**src/rtl/pal_cfg_serializer_if.sv**
```systemverilog
// -----------------------------------------------------------------------------
// pal_cfg_serializer_if
//
// Signal bundle between a configuration loader and the PAL configuration
// serializer. It carries the byte-stream handshake on the loader side and the
// serial pin-level outputs towards the PAL.
//
// Signals:
//   START       loader -> serializer  begin a load (honoured only when idle)
//   BYTE_DATA   loader -> serializer  configuration byte, bit 0 shifted first
//   BYTE_VALID  loader -> serializer  BYTE_DATA is valid
//   BYTE_READY  serializer -> loader  serializer accepts a byte this cycle
//   CFG_DATA    serializer -> PAL     serial configuration bit (PAL CFG pin)
//   CFG_SCLK    serializer -> PAL     generated shift clock (PAL CLK pin)
//   CFG_EN      serializer -> PAL     apply-enable (PAL EN pin)
//   BUSY        serializer -> loader  a load is in progress
//   DONE        serializer -> loader  one-cycle pulse when a load completes
//
// Modports:
//   master  the loader side (drives START / BYTE_DATA / BYTE_VALID)
//   slave   the serializer side
// -----------------------------------------------------------------------------
interface pal_cfg_serializer_if;
    logic       START;
    logic [7:0] BYTE_DATA;
    logic       BYTE_VALID;
    logic       BYTE_READY;
    logic       CFG_DATA;
    logic       CFG_SCLK;
    logic       CFG_EN;
    logic       BUSY;
    logic       DONE;

    modport master (
        output START,
        output BYTE_DATA,
        output BYTE_VALID,
        input  BYTE_READY,
        input  CFG_DATA,
        input  CFG_SCLK,
        input  CFG_EN,
        input  BUSY,
        input  DONE
    );

    modport slave (
        input  START,
        input  BYTE_DATA,
        input  BYTE_VALID,
        output BYTE_READY,
        output CFG_DATA,
        output CFG_SCLK,
        output CFG_EN,
        output BUSY,
        output DONE
    );
endinterface

```
**src/rtl/pal_cfg_serializer.sv**
```systemverilog
// -----------------------------------------------------------------------------
// pal_cfg_serializer
//
// Transmit end of the PAL configuration chain. Bytes of the configuration
// bitstream arrive over a valid/ready handshake and are shifted out LSB first
// on CFG_DATA, with a locally generated shift clock on CFG_SCLK. Once all
// CFG_LEN bits have been clocked into the PAL, CFG_EN is raised so the fabric
// switches to the new configuration.
//
// Parameters:
//   CFG_LEN  total number of configuration bits per load (280 for N=8,
//            P=14, M=4: 2*N*P AND-plane + P*M OR-plane)
//   CLK_DIV  CFG_SCLK half-period in CLK cycles (>= 1)
//
// Ports:
//   CLK    system clock, all logic on the rising edge
//   RES_N  asynchronous active-low reset; aborts any load in progress
//   bus    pal_cfg_serializer_if.slave (handshake inputs, PAL pin outputs)
//
// Bit timing: each bit takes CLK_DIV cycles with CFG_SCLK low followed by
// CLK_DIV cycles with CFG_SCLK high; the PAL samples on the rising edge.
// CFG_DATA only ever changes on the edge where CFG_SCLK goes (or stays) low,
// which gives CLK_DIV cycles of setup and of hold around every rising edge.
// A fetch of a new byte adds one cycle with CFG_SCLK held low.
//
// In the last byte, bits at positions >= CFG_LEN mod 8 (when nonzero) are
// never shifted: the load ends as soon as CFG_LEN bits have gone out.
//
// All pin-level outputs except BYTE_READY come straight from flops because
// they leave the chip; BYTE_READY is a decode of the state register.
// -----------------------------------------------------------------------------
module pal_cfg_serializer #(
    parameter int CFG_LEN = 280,
    parameter int CLK_DIV = 2
) (
    input  logic                 CLK,
    input  logic                 RES_N,
    pal_cfg_serializer_if.slave  bus
);

    localparam int CNT_W = $clog2(CFG_LEN + 1);
    localparam int DIV_W = $clog2(CLK_DIV + 1);

    localparam logic [CNT_W-1:0] LAST_BIT = CNT_W'(CFG_LEN - 1);
    localparam logic [DIV_W-1:0] DIV_LAST = DIV_W'(CLK_DIV - 1);

    localparam logic [2:0] ST_IDLE   = 3'd0;
    localparam logic [2:0] ST_FETCH  = 3'd1;
    localparam logic [2:0] ST_SLO    = 3'd2;
    localparam logic [2:0] ST_SHI    = 3'd3;
    localparam logic [2:0] ST_FINISH = 3'd4;

    // -------------------------------------------------------------------------
    // State and datapath registers
    // -------------------------------------------------------------------------
    logic [2:0]       state;
    logic [2:0]       state_nxt;
    logic [CNT_W-1:0] bit_cnt;   // bits fully clocked into the PAL this load
    logic [2:0]       bit_idx;   // position of the current bit inside its byte
    logic [DIV_W-1:0] div_cnt;   // cycles spent in the current SCLK phase
    logic [7:0]       shreg;     // bit 0 is the bit currently on CFG_DATA

    logic cfg_sclk_q;
    logic cfg_en_q;
    logic busy_q;
    logic done_q;

    // -------------------------------------------------------------------------
    // Decodes
    // -------------------------------------------------------------------------
    logic start_acc;   // START honoured (only possible in IDLE)
    logic take_byte;   // handshake completes this cycle
    logic phase_end;   // last cycle of an SLO or SHI phase
    logic lo_done;     // low half of a bit ends, SCLK rises next
    logic hi_done;     // high half of a bit ends, the bit is delivered
    logic last_bit;    // the bit being delivered is bit CFG_LEN-1
    logic byte_end;    // the bit being delivered is bit 7 of its byte

    assign start_acc = (state == ST_IDLE)  && bus.START;
    assign take_byte = (state == ST_FETCH) && bus.BYTE_VALID;
    assign phase_end = (div_cnt == DIV_LAST);
    assign lo_done   = (state == ST_SLO) && phase_end;
    assign hi_done   = (state == ST_SHI) && phase_end;
    assign last_bit  = (bit_cnt == LAST_BIT);
    assign byte_end  = (bit_idx == 3'd7);

    // -------------------------------------------------------------------------
    // Next-state logic
    // -------------------------------------------------------------------------
    always_comb begin
        state_nxt = state;
        case (state)
            ST_IDLE: begin
                if (bus.START) begin
                    state_nxt = ST_FETCH;
                end
            end
            ST_FETCH: begin
                if (bus.BYTE_VALID) begin
                    state_nxt = ST_SLO;
                end
            end
            ST_SLO: begin
                if (phase_end) begin
                    state_nxt = ST_SHI;
                end
            end
            ST_SHI: begin
                if (phase_end) begin
                    if (last_bit) begin
                        state_nxt = ST_FINISH;
                    end else if (byte_end) begin
                        state_nxt = ST_FETCH;
                    end else begin
                        state_nxt = ST_SLO;
                    end
                end
            end
            ST_FINISH: begin
                state_nxt = ST_IDLE;
            end
            default: begin
                state_nxt = ST_IDLE;
            end
        endcase
    end

    always_ff @(posedge CLK or negedge RES_N) begin
        if (!RES_N) begin
            state <= ST_IDLE;
        end else begin
            state <= state_nxt;
        end
    end

    // -------------------------------------------------------------------------
    // Phase divider: counts cycles within SLO / SHI, restarts on every phase
    // boundary and rests at zero everywhere else.
    // -------------------------------------------------------------------------
    always_ff @(posedge CLK or negedge RES_N) begin
        if (!RES_N) begin
            div_cnt <= '0;
        end else if (((state == ST_SLO) || (state == ST_SHI)) && !phase_end) begin
            div_cnt <= div_cnt + 1'b1;
        end else begin
            div_cnt <= '0;
        end
    end

    // -------------------------------------------------------------------------
    // Bit accounting. bit_idx is 3 bits wide so it wraps to 0 on its own when
    // a byte is exhausted, ready for the next fetched byte.
    // -------------------------------------------------------------------------
    always_ff @(posedge CLK or negedge RES_N) begin
        if (!RES_N) begin
            bit_cnt <= '0;
            bit_idx <= '0;
        end else if (start_acc) begin
            bit_cnt <= '0;
            bit_idx <= '0;
        end else if (hi_done) begin
            bit_cnt <= bit_cnt + 1'b1;
            bit_idx <= bit_idx + 1'b1;
        end
    end

    // -------------------------------------------------------------------------
    // Shift register. Its bit 0 drives CFG_DATA directly, so the data pin is
    // flop-driven and only moves when a byte is loaded (SCLK low in FETCH) or
    // on the same edge that drops SCLK at the end of a bit. When a byte is
    // exhausted the register is left alone, keeping CFG_DATA steady through
    // the fetch.
    // -------------------------------------------------------------------------
    always_ff @(posedge CLK or negedge RES_N) begin
        if (!RES_N) begin
            shreg <= '0;
        end else if (take_byte) begin
            shreg <= bus.BYTE_DATA;
        end else if (hi_done && !last_bit && !byte_end) begin
            shreg <= {1'b0, shreg[7:1]};
        end
    end

    // -------------------------------------------------------------------------
    // Pin-level control outputs
    // -------------------------------------------------------------------------
    always_ff @(posedge CLK or negedge RES_N) begin
        if (!RES_N) begin
            cfg_sclk_q <= 1'b0;
        end else if (lo_done) begin
            cfg_sclk_q <= 1'b1;
        end else if (hi_done) begin
            cfg_sclk_q <= 1'b0;
        end
    end

    // CFG_EN holds the last completed configuration active while idle and
    // drops only when a new load is accepted.
    always_ff @(posedge CLK or negedge RES_N) begin
        if (!RES_N) begin
            cfg_en_q <= 1'b0;
        end else if (start_acc) begin
            cfg_en_q <= 1'b0;
        end else if (state == ST_FINISH) begin
            cfg_en_q <= 1'b1;
        end
    end

    always_ff @(posedge CLK or negedge RES_N) begin
        if (!RES_N) begin
            busy_q <= 1'b0;
        end else if (start_acc) begin
            busy_q <= 1'b1;
        end else if (state == ST_FINISH) begin
            busy_q <= 1'b0;
        end
    end

    // DONE is registered on the edge that enters FINISH, so it is high for
    // exactly the FINISH cycle.
    always_ff @(posedge CLK or negedge RES_N) begin
        if (!RES_N) begin
            done_q <= 1'b0;
        end else begin
            done_q <= hi_done && last_bit;
        end
    end

    assign bus.BYTE_READY = (state == ST_FETCH);
    assign bus.CFG_DATA   = shreg[0];
    assign bus.CFG_SCLK   = cfg_sclk_q;
    assign bus.CFG_EN     = cfg_en_q;
    assign bus.BUSY       = busy_q;
    assign bus.DONE       = done_q;

endmodule

```
**src/flat_wrapper.sv**
```systemverilog
// flat-port wrapper written by rule: the top's interface ports become plain ports
module pal_cfg_serializer_flat 
#(
    parameter int CFG_LEN = 280,
    parameter int CLK_DIV = 2
)
  (CLK, RES_N, bus_START, bus_BYTE_DATA, bus_BYTE_VALID, bus_BYTE_READY, bus_CFG_DATA, bus_CFG_SCLK, bus_CFG_EN, bus_BUSY, bus_DONE);
  pal_cfg_serializer_if bus_i ();
  input  logic CLK;
  input  logic RES_N;
  input wire logic [$bits(bus_i.START)-1:0] bus_START;
  input wire logic [$bits(bus_i.BYTE_DATA)-1:0] bus_BYTE_DATA;
  input wire logic [$bits(bus_i.BYTE_VALID)-1:0] bus_BYTE_VALID;
  output wire logic [$bits(bus_i.BYTE_READY)-1:0] bus_BYTE_READY;
  output wire logic [$bits(bus_i.CFG_DATA)-1:0] bus_CFG_DATA;
  output wire logic [$bits(bus_i.CFG_SCLK)-1:0] bus_CFG_SCLK;
  output wire logic [$bits(bus_i.CFG_EN)-1:0] bus_CFG_EN;
  output wire logic [$bits(bus_i.BUSY)-1:0] bus_BUSY;
  output wire logic [$bits(bus_i.DONE)-1:0] bus_DONE;
  assign bus_i.START = bus_START;
  assign bus_i.BYTE_DATA = bus_BYTE_DATA;
  assign bus_i.BYTE_VALID = bus_BYTE_VALID;
  assign bus_BYTE_READY = bus_i.BYTE_READY;
  assign bus_CFG_DATA = bus_i.CFG_DATA;
  assign bus_CFG_SCLK = bus_i.CFG_SCLK;
  assign bus_CFG_EN = bus_i.CFG_EN;
  assign bus_BUSY = bus_i.BUSY;
  assign bus_DONE = bus_i.DONE;
  pal_cfg_serializer #(.CFG_LEN(CFG_LEN), .CLK_DIV(CLK_DIV)) u_core (.CLK(CLK), .RES_N(RES_N), .bus(bus_i));
endmodule
```
**config.mk**
```make
export PLATFORM = sky130hd
export DESIGN_NAME = pal_cfg_serializer_flat
export DESIGN_NICKNAME = d
export VERILOG_FILES = /design/src/rtl/pal_cfg_serializer_if.sv /design/src/rtl/pal_cfg_serializer.sv /design/src/flat_wrapper.sv
export SDC_FILE = /design/constraint.sdc
export NUM_CORES = 1
export LEC_CHECK = 0
export ABC_AREA = 1
export CELL_PAD_IN_SITES_DETAIL_PLACEMENT = 0
export CELL_PAD_IN_SITES_GLOBAL_PLACEMENT = 2
export CORE_ASPECT_RATIO = 1.1
export CORE_MARGIN = 3
export CORE_UTILIZATION = 30
export CTS_BUF_LIST = sky130_fd_sc_hd__clkbuf_8
export DETAILED_ROUTE_END_ITERATION = 6
export GPL_TIMING_DRIVEN = 1
export PLACE_DENSITY_LB_ADDON = 0.1
export SLEW_MARGIN = 20
export SYNTH_ARGS = -nofsm -noshare
export SYNTH_HDL_FRONTEND = slang
export SYNTH_SLANG_ARGS = --single-unit
```
**constraint.sdc**
```tcl
create_clock -name CLK -period 1.7 [get_ports CLK]
set_clock_uncertainty 0.2 [all_clocks]
set_input_delay 0.255 -clock CLK [delete_from_list [all_inputs] [get_ports CLK]]
set_output_delay 0.255 -clock CLK [all_outputs]
set_load 0.005 [all_outputs]
```
After elaboration in Yosys (flattened, before gate mapping)
Cells that the tools add are included.
- register bits after elaboration: 29
- input port bits: 12
- output and inout port bits: 6
- word-level logic and storage cells: 61
- add/subtract/negate cells: 3
- eq/ne operators: 11
- mux-type cells: 20
- reduce and logical (&&, ||, !) cells: 18
- operators with widths (kind ; count):
    $mux 3 ; 7
    $mux 9 ; 2
    $mux 8 ; 2
    $pmux 3 s4 ; 1
    $add 9x1->9 const B ; 1
    $eq 9x9->1 const B ; 1
    $logic_and 1x1->1 ; 8
    $reduce_bool 2->1 ; 4
    $eq 3x2->1 const B ; 2
    $eq 3x3->1 const B ; 2
    $mux 1 ; 6
    $mux 2 ; 2
    $ne 2x1->1 const B ; 2
    $ne 2x2->1 const B ; 2
    $reduce_and 4->1 ; 1
    $add 3x1->3 const B ; 1
    $eq 3x1->1 const B ; 1
    $logic_not 1->1 ; 3
    $logic_not 3->1 ; 1
    $add 2x1->2 const B ; 1
    $eq 2x1->1 const B ; 1
    $logic_or 1x1->1 ; 1

Depth between registers and ports, before layout
Gate-level depths: netlist of the first run.
- depth after elaboration: 6
- mapped depth: 10
- mapped depth without buffers: 9

Worst setup path after synthesis of the first run
Ideal clock, no wire load.
- path kind: register -> register
- from: register u_core.state[1]
- to: register u_core.shreg[0]
- library setup time: 116 ps
- arrival: 1155 ps
- data required time: 1384 ps
- slack: 229 ps
- cell stages (with the launch flop): 11
- buffers on the path: 2
- period minus slack after synthesis: 1471 ps
- path through: dfrtp_1 -> buf_6 -> nor2_4 -> nand2_4 -> nor2_8 -> inv_6 -> buf_8 -> nand2_2 -> nand2_1 -> nand2_1 -> nand2_1
- word-level cells in the longest chain between the ends: 5
- elaborated cells between the ends (all ways): 8
- classes of those cells: eq/ne (2); mux (1); reduce/logical (5)
- RTL lines (what ; line ; RTL):
    from (decl) ; pal_cfg_serializer.sv:56 ; logic [2:0] state;
    from (signal assigned) ; pal_cfg_serializer.sv:132 ; state <= state_nxt;
    $eq 3x2->1 ; pal_cfg_serializer.sv:83 ; assign hi_done = (state == ST_SHI) && phase_end;
    $logic_and 1x1->1 ; pal_cfg_serializer.sv:83 ;
    $logic_and 1x1->1 (2 in series) ; pal_cfg_serializer.sv:179 ; end else if (hi_done && !last_bit && !byte_end) begin
    $reduce_bool 2->1 (no source line) ; -- ;
    to (signal assigned) ; pal_cfg_serializer.sv:178 ; shreg <= bus.BYTE_DATA;
    to (signal assigned) ; pal_cfg_serializer.sv:180 ; shreg <= {1'b0, shreg[7:1]};
    to (decl) ; pal_cfg_serializer.sv:61 ; logic [7:0] shreg;
Several ways; a longest one is shown, not always the timed one.
A chain may end at the register's enable or synchronous reset.

Worst setup path after layout of the first run
- from: register u_core.div_cnt[1]
- to: register u_core.bit_cnt[5]
- word-level cells in the longest chain between the ends: 3
- RTL lines (what ; line ; RTL):
    from (decl) ; pal_cfg_serializer.sv:60 ; logic [DIV_W-1:0] div_cnt;
    from (signal assigned) ; pal_cfg_serializer.sv:144 ; div_cnt <= div_cnt + 1'b1;
    $eq 2x1->1 ; pal_cfg_serializer.sv:81 ; assign phase_end = (div_cnt == DIV_LAST);
    $logic_and 1x1->1 ; pal_cfg_serializer.sv:83 ;
    $reduce_bool 2->1 (no source line) ; -- ;
    to (signal assigned) ; pal_cfg_serializer.sv:162 ; bit_cnt <= bit_cnt + 1'b1;
    to (decl) ; pal_cfg_serializer.sv:58 ; logic [CNT_W-1:0] bit_cnt;
No other way between the ends.

==> results.md, run 1 <==
* Status: finished clean
* Required @ worst endpoint at 1.67 ns
* Comb pwr share at 0.401
* Worst-skew pair later-pin latency at 0.28 ns
* Worst Path Arrival at 1.59 ns
* Starting DRT DRC Count at 51
* GP Congestion at 0.7853
* First-pass GRT wire length at 6127 um
* Vias at 1406
* Fillers at 524
* Clock power share at 0.230
* Io pins at 18
* Hold slack at 0.1448 ns
* Area of the multi-input gates at 742.0 um^2
* Fin. Hold Viols at 0
* Synthesized net count at 222
* Placed cell area at 1866 um^2
* Synth Instances at 206
* Port-buffer cells at 17
* Die W at 75.23 um
* CP max FO at 6
* Post-Synthesis Cell Area at 1582 um^2
* Leak at 1.100 nW
* Final HPWL from detailed placement at 2524 um
* P_int at 1.745 mW
* Die area at 6180 um^2
* # clock sinks at 29
* Detail-routed net length per standard cell at 12.33 um
* Post-synth cell types at 25
* CTS Buffer Depth at 2
* Nature of the critical path endpoint: register
* Via-to-Cell Ratio at 4.625
* GRT Total Usage at 0.1318
* Yosys warnings at 0
* Post-CTS Hold Fix Bufs at 0
* Post-route setup TNS at 0 ns
* Row count at 27
* Nets at 261
* Clk root buf: clkbuf_8
* Synth-to-layout area growth at 32.67%
* Final setup fails at 0
* Slew margin rel. at 0.8349
* Seq cells post-synth at 29
* Sw power at 0.9978 mW
* Crit start category: register
* Core area at 5067 um^2
* Syn_area_per_cell at 7.677 um^2
* Crit path time final at 1.624 ns
* Fin util at 0.4141
* CTS clk-pin slew, worst paths at 0.06 ns
* Storage element area at 726.9 um^2
* Least-Margin Pin Slew at 0.2467 ns
* Antenna Violating Nets Remaining at 0
* Final slew viol count at 0
* Layout cells sized above 1 at 0.1748
* Gr ovfl total at 0
* Initial Util at 0.3121
* H-tree Lvls at 2
* CTS Buf Count at 5
* Initial antenna violation count at 0
* Seq/Total Area, Yosys at 0.4589
* Vias in the first global route at 1379
* Max-cap viol count at 0
* Final wirelength at 3747 um
* Sw Share at 0.3637
* CTS tree: yes
* PD cells at 1307 nW/um^2
* Hold Crit Class: in2async
* FMAX at 615.8 MHz
* Chip Height at 82.15 um
* VDD IR-drop max at 0.4210 mV
* Critical path type: reg2reg
* R2R Setup Slk at 0.08 ns
* Pin count of the biggest net entering global routing at 30
* Ant diodes at 0
* Period utilization at 0.9553
* Total power at 2.743 mW
* Register share of total power at 0.369
* First-pass detailed-route iteration total at 4
* DRC errors left at 0
* Cell area after layout at 2098 um^2
## cell type report
class | instances | share of cell area
clock buffer | 7 | 0.04592
inverter | 22 | 0.04532
clock inverter | 1 | 0.002385
timing repair buffer | 36 | 0.1717
sequential | 29 | 0.3465
multi-input combinational | 151 | 0.3536
tap | 58 | 0.03459
## flip-flops by register name, indices dropped and copies added (netlist names)
signal and flops:
u_core.bus.BUSY 1, u_core.bus.CFG_SCLK 1, u_core.div_cnt 2, u_core.bus.CFG_EN 1
u_core.bit_idx 3, u_core.bus.DONE 1, u_core.bit_cnt 9, u_core.shreg 8
u_core.state 3
## routing by layer
| layer | share of wire | global-route usage |
|---|---|---|
| met1 | 0.45 | 0.1527 |
| met2 | 0.50 | 0.2282 |
| met4 | 0.018 | 0.05245 |
| met5 | 0 | 0 |
| met3 | 0.033 | 0.03632 |
## critical path, cell delays in order (launching register included)
cell and delay [ns]:
dfrtp_1 0.36, inv_1 0.05, ha_1 0.20, inv_1 0.10, nor2_4 0.19, buf_6 0.13
buf_8 0.10, nand3_1 0.08, nand2_1 0.06, nor2_1 0.04
## synthesized netlist by cell type (all sizes together)
cell type / instances / area share
nand2: 85 / 0.21
nor3: 4 / 0.013
nand3b: 1 / 0.0047
nor2: 22 / 0.072
a21oi: 4 / 0.013
buf: 5 / 0.029
nand3: 23 / 0.084
dfrtp: 29 / 0.46
o21ai: 4 / 0.013
ha: 4 / 0.032
nand4: 2 / 0.0079
inv: 22 / 0.055
a31oi: 1 / 0.0040
## stage by stage
step	std cells	setup slack [ns]
after global placement	286	0.06194
final	304	0.07600
after detailed placement	286	0.03245
after global routing	304	-0.006736
after CTS	297	0.04033
after floorplan	206	0.2288
## worst paths after layout
check,cells after the start,start,end
setup reg to reg,9,u_core.div_cnt[1]$_DFF_PN0_,u_core.bit_cnt[5]$_DFFE_PN0P_
hold reg to reg,1,u_core.div_cnt[0]$_DFF_PN0_,u_core.div_cnt[0]$_DFF_PN0_
hold / removal,2,RES_N,u_core.div_cnt[1]$_DFF_PN0_
setup / recovery,9,u_core.div_cnt[1]$_DFF_PN0_,u_core.bit_cnt[5]$_DFFE_PN0P_
min in group CLK,1,u_core.div_cnt[0]$_DFF_PN0_,u_core.div_cnt[0]$_DFF_PN0_
max in group asynchronous,2,RES_N,u_core.state[0]$_DFFE_PN0P_
## power by group through the flow
stage | logic, mW | registers, mW | clock network (mW)
final | 1.10 | 1.01 | 0.631
after global routing | 1.27 | 1.03 | 0.682
after CTS | 1.02 | 1.01 | 0.658
after detailed placement | 0.982 | 1.02 | 0
after global placement | 0.953 | 1.02 | 0
after floorplan | 0.729 | 0.958 | 0
## repair_timing
| action | 4_1_cts | 5_1_grt |
|---|---|---|
| hold endpoints to repair | 0 | 0 |
| setup endpoints to repair | 1 | 18 |
| gates resized for setup | 2 | 12 |
| setup buffers | 3 | 6 |
| pin swaps | 1 | 3 |
| cloned | 0 | 2 |
## layout by cell type (no fill, tap or decap), drive strengths merged
cell / count
nor2: 22
clkdlybuf4s50: 16
dlygate4sd2: 1
nand2: 85
clkinv: 1
o21ai: 4
a31oi: 1
nand3b: 1
inv: 22
clkbuf: 8
a21oi: 4
buf: 18
nor3: 4
ha: 4
dfrtp: 29
nand3: 24
nand4: 2
## cells by family (layout without fill, tap and decap cells)
kind of cell / count (synthesis) / in the layout / share of synthesized area
simple gates: 137 / 138 / 0.3956
buf+inv: 27 / 66 / 0.08464
compound gates: 9 / 9 / 0.02927
flops: 29 / 29 / 0.4589
fa+ha+maj: 4 / 4 / 0.03165
(Power assumes the default switching activity.)
==> run 2, diff against run 1 <==
--- a/config.mk
+++ b/config.mk
@@ -9,13 +9,12 @@
 export CELL_PAD_IN_SITES_DETAIL_PLACEMENT = 0
 export CELL_PAD_IN_SITES_GLOBAL_PLACEMENT = 2
 export CORE_ASPECT_RATIO = 1.1
-export CORE_MARGIN = 3
+export CORE_MARGIN = 2
 export CORE_UTILIZATION = 30
 export CTS_BUF_LIST = sky130_fd_sc_hd__clkbuf_8
 export DETAILED_ROUTE_END_ITERATION = 6
 export GPL_TIMING_DRIVEN = 1
 export PLACE_DENSITY_LB_ADDON = 0.1
-export SLEW_MARGIN = 20
 export SYNTH_ARGS = -nofsm -noshare
 export SYNTH_HDL_FRONTEND = slang
 export SYNTH_SLANG_ARGS = --single-unit
==> results.md, run 2 (synthesis results as in run 1) <==
* Vias in the first global route at 1391
* First-pass GRT wire length at 6141 um
* Post-route setup TNS at 0 ns
* Row count at 27
* Worst path bufs/invs at 3
* FMAX at 620.5 MHz
* Top Registers: u_core.bit_cnt (9), u_core.shreg (8)
* Slew margin rel. at 0.7442
* Critical path type: reg2reg
* Vias at 1401
* PD cells at 1322 nW/um^2
* DRC errors left at 0
* Crit start category: register
* Crit path largest cell delay at 0.40 ns
* First-pass detailed-route iteration total at 4
* Antenna Violating Nets Remaining at 0
* CTS tree: yes
* Final HPWL from detailed placement at 2574 um
* Worst Path Arrival at 1.58 ns
* CTS Buf Count at 5
* Pin count of the biggest net entering global routing at 30
* Port-buffer cells at 17
* Hold Crit Class: in2async
* Detail-routed net length per standard cell at 12.40 um
* H-tree Lvls at 2
* Fin cells at 295
* Initial antenna violation count at 0
* Chip Height at 80.15 um
* Layout cells sized above 1 at 0.1519
* Io pins at 18
* Die W at 73.23 um
* Most frequent CP cell: buf_4
* Nature of the critical path endpoint: register
* Leak at 1.043 nW
* Crit-path cells: buf_4 -> inv_6 -> nand3_4 -> nor2_4 -> buf_4 -> nand3_1 -> nand2_1 -> nor2_1
* Largest register FFs at 9
* Clock power share at 0.216
* VDD IR-drop max at 0.4012 mV
* Die area at 5869 um^2
* Required @ worst endpoint at 1.67 ns
* RSZ-0062 raised after global routing: false
* Fin. Hold Viols at 0
* Commonest cells after routing, fill and taps aside: nand2_1 (80), dfrtp_1 (28), nand3_1 (20)
* CTS Buffer Depth at 2
* Least-Margin Pin Slew at 0.3838 ns
* Most flops, register: u_core.bit_cnt
* CP max FO at 8
* Core area at 5034 um^2
* Crit path time final at 1.612 ns
* Final wirelength at 3659 um
* Most common cell after layout, fill and taps aside: nand2_1
* Clk root buf: clkbuf_8
* Worst-skew pair later-pin latency at 0.27 ns
* # clock sinks at 29
* Synth-to-layout area growth at 25.79%
* Sw power at 0.9883 mW
* Sw Share at 0.3758
* Nets at 253
* Ant diodes at 0
* Max-cap viol count at 0
* Final slew viol count at 0
* Register share of total power at 0.387
* CTS clk-pin slew, worst paths at 0.06 ns
* Placed insts at 285
* CP max stage cell: dfrtp_1
* Via-to-Cell Ratio at 4.749
* Final setup fails at 0
* Comb pwr share at 0.397
* Fillers at 537
* GRT Total Usage at 0.1378
* Initial Util at 0.3142
* Status: finished clean
* Starting DRT DRC Count at 56
* GP Congestion at 0.7746
* P_int at 1.642 mW
* Period utilization at 0.9481
* Gr ovfl total at 0
* Worst path top cell family by delay: simple AND/OR/NAND/NOR gates
-- run 2: repair_timing --
action / 4_1_cts / 5_1_grt
pin swaps: 1 / 4
buffers inserted: 2 / 0
gates resized for setup: 2 / 11
endpoints found under the setup margin: 1 / 17
cloned: 0 / 1
hold buffers: 0 / 0
-- run 2: metrics by stage --
step / util / setup slack (ns) / cell area, um^2 / total power, mW / hold slack [ns]
6_report: 0.3952 / 0.08829 / 1989 / 2.630 / 0.1677
5_1_grt: 0.3952 / 0.007286 / 1989 / 2.856 / 0.2039
4_1_cts: 0.3868 / 0.02732 / 1947 / 2.594 / 0.1714
3_5_place_dp: 0.3666 / -0.02023 / 1846 / 1.998 / 0.2341
3_3_place_gp: 0.3666 / 0.04175 / 1846 / 1.955 / 0.2171
2_1_floorplan: - / 0.2288 / 1582 / 1.687 / -0.2406
-- run 2: area by class of cell --
| type | count | area (um^2) | area share |
|---|---|---|---|
| Clock buffer | 6 | 82.58 | 0.04151 |
| Clock inverter | 1 | 3.754 | 0.001887 |
| Inverter | 22 | 92.59 | 0.04654 |
| Multi-Input combinational cell | 151 | 752.0 | 0.3780 |
| Sequential cell | 29 | 726.9 | 0.3654 |
| Tap cell | 58 | 72.57 | 0.03648 |
| Timing Repair Buffer | 28 | 259.0 | 0.1302 |
-- run 2: per-layer routing --
metal | vias up | share of wire | global-route usage
li1 | 708 | - | -
met1 | 669 | 0.45 | 0.1538
met2 | 22 | 0.51 | 0.2396
met3 | 2 | 0.036 | 0.04642
met4 | 0 | 0.0041 | 0.05000
met5 | - | 0 | 0
-- run 2: worst paths after layout --
kind                                            endpoint  depth (start not counted)                         from  slack [ns]
min in group CLK             u_core.div_cnt[0]$_DFF_PN0_                          1  u_core.div_cnt[0]$_DFF_PN0_        0.24
hold / removal             u_core.bit_cnt[4]$_DFFE_PN0P_                          2                        RES_N        0.17
setup reg to reg           u_core.bit_cnt[5]$_DFFE_PN0P_                          8  u_core.state[2]$_DFFE_PN0P_        0.09
max in group asynchronous    u_core.state[0]$_DFFE_PN0P_                          2                        RES_N        0.83
hold reg to reg              u_core.div_cnt[0]$_DFF_PN0_                          1  u_core.div_cnt[0]$_DFF_PN0_        0.24
setup / recovery           u_core.bit_cnt[5]$_DFFE_PN0P_                          8  u_core.state[2]$_DFFE_PN0P_        0.09
-- run 2: power by group through the flow --
stage	registers, mW	logic, mW	clock network [mW]
floorplan	0.958	0.729	0
global placement	1.01	0.943	0
detailed placement	1.02	0.978	0
CTS	1.01	0.999	0.587
global route	1.04	1.19	0.619
finish	1.02	1.04	0.568
